### config.mk
export PLATFORM = sky130hd
export DESIGN_NAME = softmax_max_subtract
export DESIGN_NICKNAME = d
export VERILOG_FILES = /design/src/rtl/softmax_max_subtract.sv
export SDC_FILE = /design/constraint.sdc
export NUM_CORES = 1
export LEC_CHECK = 0
export CORE_ASPECT_RATIO = 0.7
export CORE_UTILIZATION = 60
export CTS_BUF_LIST = sky130_fd_sc_hd__clkbuf_4 sky130_fd_sc_hd__clkbuf_8
export DETAILED_ROUTE_END_ITERATION = 6
export PLACE_DENSITY = 0.78
export SYNTH_ARGS = -nofsm -noshare
export SYNTH_HDL_FRONTEND = slang
export SYNTH_SLANG_ARGS = --single-unit
### constraint.sdc
create_clock -name clk -period 6 [get_ports clk]
set_clock_uncertainty 0.1 [all_clocks]
set_input_delay 1.2 -clock clk [delete_from_list [all_inputs] [get_ports clk]]
set_output_delay 1.2 -clock clk [all_outputs]
set_load 0.1 [all_outputs]
### src/rtl/softmax_max_subtract.sv
//------------------------------------------------------------------------------
// softmax_max_subtract: buffers one vector while tracking its maximum, then
// replays each element minus that maximum.  Rev 1.0
//------------------------------------------------------------------------------
`default_nettype none

module softmax_max_subtract #(
  parameter int BITWIDTH = 16,
  parameter int VEC_LEN  = 8,
  parameter bit SIGNED   = 1'b1,
  parameter int IDX_W    = $clog2(VEC_LEN)
) (
  input  logic                clk,
  input  logic                rst,
  input  logic                in_valid,
  output logic                in_ready,
  input  logic [BITWIDTH-1:0] in_data,
  output logic                out_valid,
  input  logic                out_ready,
  output logic [BITWIDTH:0]   out_data,
  output logic                out_last,
  output logic [BITWIDTH-1:0] max_out,
  output logic                max_valid
);

  localparam logic [IDX_W-1:0] C_LAST_IDX = IDX_W'(VEC_LEN - 1);

  typedef enum logic {
    FILL  = 1'b0,
    DRAIN = 1'b1
  } state_t;

  state_t              state_q, state_d;
  logic [IDX_W-1:0]    wr_idx_q, wr_idx_d;
  logic [IDX_W-1:0]    rd_idx_q, rd_idx_d;
  logic [BITWIDTH-1:0] max_q, max_d;
  logic [BITWIDTH-1:0] buf_q [VEC_LEN];

  logic                w_in_fire;
  logic                w_out_fire;
  logic [BITWIDTH:0]   w_in_ext;
  logic [BITWIDTH:0]   w_max_ext;
  logic [BITWIDTH:0]   w_rd_ext;

  // One extra bit lets a single signed compare/subtract cover both modes.
  function automatic logic [BITWIDTH:0] ext(input logic [BITWIDTH-1:0] v);
    ext = SIGNED ? {v[BITWIDTH-1], v} : {1'b0, v};
  endfunction

  assign in_ready   = (state_q == FILL);
  assign out_valid  = (state_q == DRAIN);
  assign max_valid  = (state_q == DRAIN);
  assign w_in_fire  = in_valid & in_ready;
  assign w_out_fire = out_valid & out_ready;

  assign w_in_ext  = ext(in_data);
  assign w_max_ext = ext(max_q);
  assign w_rd_ext  = ext(buf_q[rd_idx_q]);

  assign out_data = w_rd_ext - w_max_ext;
  assign out_last = out_valid && (rd_idx_q == C_LAST_IDX);
  assign max_out  = max_q;

  always_comb begin
    state_d  = state_q;
    wr_idx_d = wr_idx_q;
    rd_idx_d = rd_idx_q;
    max_d    = max_q;

    if (w_in_fire) begin
      // First element seeds the max so the stale value never wins a compare.
      if ((wr_idx_q == '0) || ($signed(w_in_ext) > $signed(w_max_ext))) begin
        max_d = in_data;
      end
      if (wr_idx_q == C_LAST_IDX) begin
        wr_idx_d = '0;
        state_d  = DRAIN;
      end else begin
        wr_idx_d = wr_idx_q + IDX_W'(1);
      end
    end

    if (w_out_fire) begin
      if (rd_idx_q == C_LAST_IDX) begin
        rd_idx_d = '0;
        state_d  = FILL;
      end else begin
        rd_idx_d = rd_idx_q + IDX_W'(1);
      end
    end
  end

  always_ff @(posedge clk or posedge rst) begin
    if (rst) begin
      state_q  <= FILL;
      wr_idx_q <= '0;
      rd_idx_q <= '0;
      max_q    <= '0;
    end else begin
      state_q  <= state_d;
      wr_idx_q <= wr_idx_d;
      rd_idx_q <= rd_idx_d;
      max_q    <= max_d;
    end
  end

  always_ff @(posedge clk or posedge rst) begin
    if (rst) begin
      for (int i = 0; i < VEC_LEN; i++) begin
        buf_q[i] <= '0;
      end
    end else if (w_in_fire) begin
      buf_q[wr_idx_q] <= in_data;
    end
  end

endmodule

`default_nettype wire

==> results.md <==
* CTS resizes at 0
* Router iterations before antenna repair at 6
* Max-cap violations at 0
* Clk slew on worst S/H paths at 0.08 ns
* # Post-CTS Setup Buffers at 0
* Root Driver: clkbuf_8
* CTS Buffer Depth at 2
* Commonest non-fill, non-tap cell in the layout: dfrtp_1
* Synth cell types at 46
* Failing checks: design-rule violations
* Critical Path RT at 4.70 ns
* # placed instances at 769
* Crit end category: output port
* Port-buffer cells at 56
* TritonCTS Sinks at 151
* DRT antenna net count at 0
* Via count at between 4000 and 5000
* Via/cell ratio at between 6 and 7
* Hpwl dp at 11.9 mm
* Cells after synthesis at 561
* Setup CP Type: register to output port
* H-Tree Depth at 4
* Least-Margin Pin Slew at 0.982 ns
* WL/cell at between 20 and 25 um
* Overflow after GRT at 0
* # hold bufs at CTS at 0
* Main synth FF type: dfrtp_1
* Routed WL at ~18 mm
* FP Rows at 34
* Worst EP arrival at between 4 and 5 ns
* Worst-Skew Late Latency at 0.46 ns
* Antenna violations before repair at 0
* CP startpoint kind: register
* Relative slew slack at 34.3%
* Non-Filler Instances at 801
* Fin crit share at 95.7%
* Num CTS Buffers at 17
* Die area at 13500 um2
* Post-synthesis sequential area ratio at about half
* Fraction of layout cells with a size suffix above 1 at 40.2%
* Hold crit path type: register to register
* Starting Density at 62.4%
* Area Overhead vs Synth at 15.0%
* Layout Utilization at 71.7%
* Drt initial violations at between 200 and 300
* Avg Cell Area, Syn at 14.0 um2
* Ports at 57
* Slew Limit Fails at 0
* Fraction of registers with async set/reset at 100%
* Post-synth EDFFs at 0
* Final hold vios at 0
* Outcome: finished with violations
* Maximum clock rate at about 0.17 GHz
* Vias in the first global route at 5207
* Hold_ws at 0.405 ns
* Syn Nets at roughly 620
* Die height at 97.6 um
* Net count, final at 684
* Diode count at 0
* RSZ-0062 raised after global routing: no
* Core box area at 12500 um2
* Final TNS setup at 0 ns
* Die Wd at 139 um
* Crit-path max FO at 15
* Synth Warn # at 0
* Post-layout min period at 5.74 ns
* CTS tree: built
* Most frequent cells in the layout: dfrtp_1 (150), mux2_2 (146), clkdlybuf4s50_1 (40)
* First-pass GRT wire length at 28.9 mm
* Count of final setup violators at 0
* GPL Wtd Cong at 0.884
* Syn Std Cell Area at 7830 um2
* Gr usage total at 28.7%
* DRC Markers at 8
* Synth Register Bits at 151
* Largest net degree at the start of global routing at 112
## state kept, by name, summed over array words and instances (netlist names)
signal     cells
rd_idx_q       3
buf_q        128
max_out       16
max_valid      1
wr_idx_q       3
## worst max-delay path, cell delays in order (launching register included)
cell	delay (ns)
dfrtp_2	0.71
mux4_2	0.57
mux2_2	0.30
ha_1	0.32
nor2b_1	0.15
o21ai_0	0.19
nand2b_1	0.13
a31oi_1	0.42
o21ai_0	0.31
or4_1	0.46
nand4_1	0.22
buf_12	0.21
## area by class of cell
class	count	area, um2
multi-input cells	360	3830
flip-flops and latches	151	3780
clock inverters	14	165
fillers	794	3550
clock buffers	18	248
inverters	26	103
well taps	162	203
repair buffers	70	676
## synthesized netlist by cell type, types with 2 or more instances
library cell | number | share of area [%]
ha_1 | 37 | 5.9
clkbuf_1 | 14 | 0.67
nor3_1 | 6 | 0.38
a21oi_1 | 18 | 1.2
xor2_1 | 6 | 0.67
clkinv_1 | 2 | 0.096
xnor2_1 | 7 | 0.78
or3_1 | 2 | 0.16
nand2b_1 | 4 | 0.32
nand4_1 | 6 | 0.48
nor2b_1 | 3 | 0.24
dfrtp_1 | 151 | 48
o21ai_0 | 11 | 0.70
a21o_1 | 11 | 1.1
buf_2 | 7 | 0.45
nand3_1 | 7 | 0.45
mux2_2 | 146 | 21
mux2_4 | 10 | 1.9
mux4_2 | 32 | 9.2
mux2i_1 | 3 | 0.38
a31oi_1 | 3 | 0.24
and3_1 | 2 | 0.16
nor3_2 | 2 | 0.26
nor2_1 | 10 | 0.48
inv_1 | 24 | 1.2
nand2_1 | 17 | 0.82
## metrics by stage
stage	worst slack, ns	cell area [um2]
final	0.260	9000
after detailed placement	0.804	8590
after global placement	0.911	8590
after CTS	0.276	9000
after floorplan	0.168	7830
after global routing	0.107	9000
## cells by family (layout without fill, tap and decap cells)
logic type	count (synthesis)	count (layout)	share of synthesized area (%)
AO/OA/AOI/OAI	53	53	4.44
XOR/XNOR	13	13	1.45
adder cells (fa/ha/maj)	38	38	6.17
buffers and inverters	50	128	2.86
flip-flops	151	151	48.3
multiplexers	191	191	32.5
AND/OR/NAND/NOR	65	65	4.27
## final timing paths
| kind | cells after the start | startpoint | slack [ns] | end |
|---|---|---|---|---|
| worst min register to register | 2 | buf_q[48] | 0.41 | buf_q[48] |
| worst min-delay path | 2 | buf_q[48] | 0.41 | buf_q[48] |
| worst max register to register | 10 | max_out[13] | 2.78 | max_out[8] |
| min in group asynchronous | 2 | rst | 1.21 | max_out[12] |
| worst max-delay path | 11 | rd_idx_q[0] | 0.26 | out_data[10] |
| max in group asynchronous | 3 | rst | 3.47 | buf_q[67] |
## per-layer routing
metal	vias to the layer above	part of all wire, %	global-route usage, %
li1	2219	-	-
met3	32	5.6	7.44
met5	-	0	0
met1	2516	45	39.2
met4	0	2.4	9.33
met2	144	47	45.3
Power is left out: the tool's default activity adds up to more than one toggle a clock period on the data nets, which glitch-free logic cannot reach.
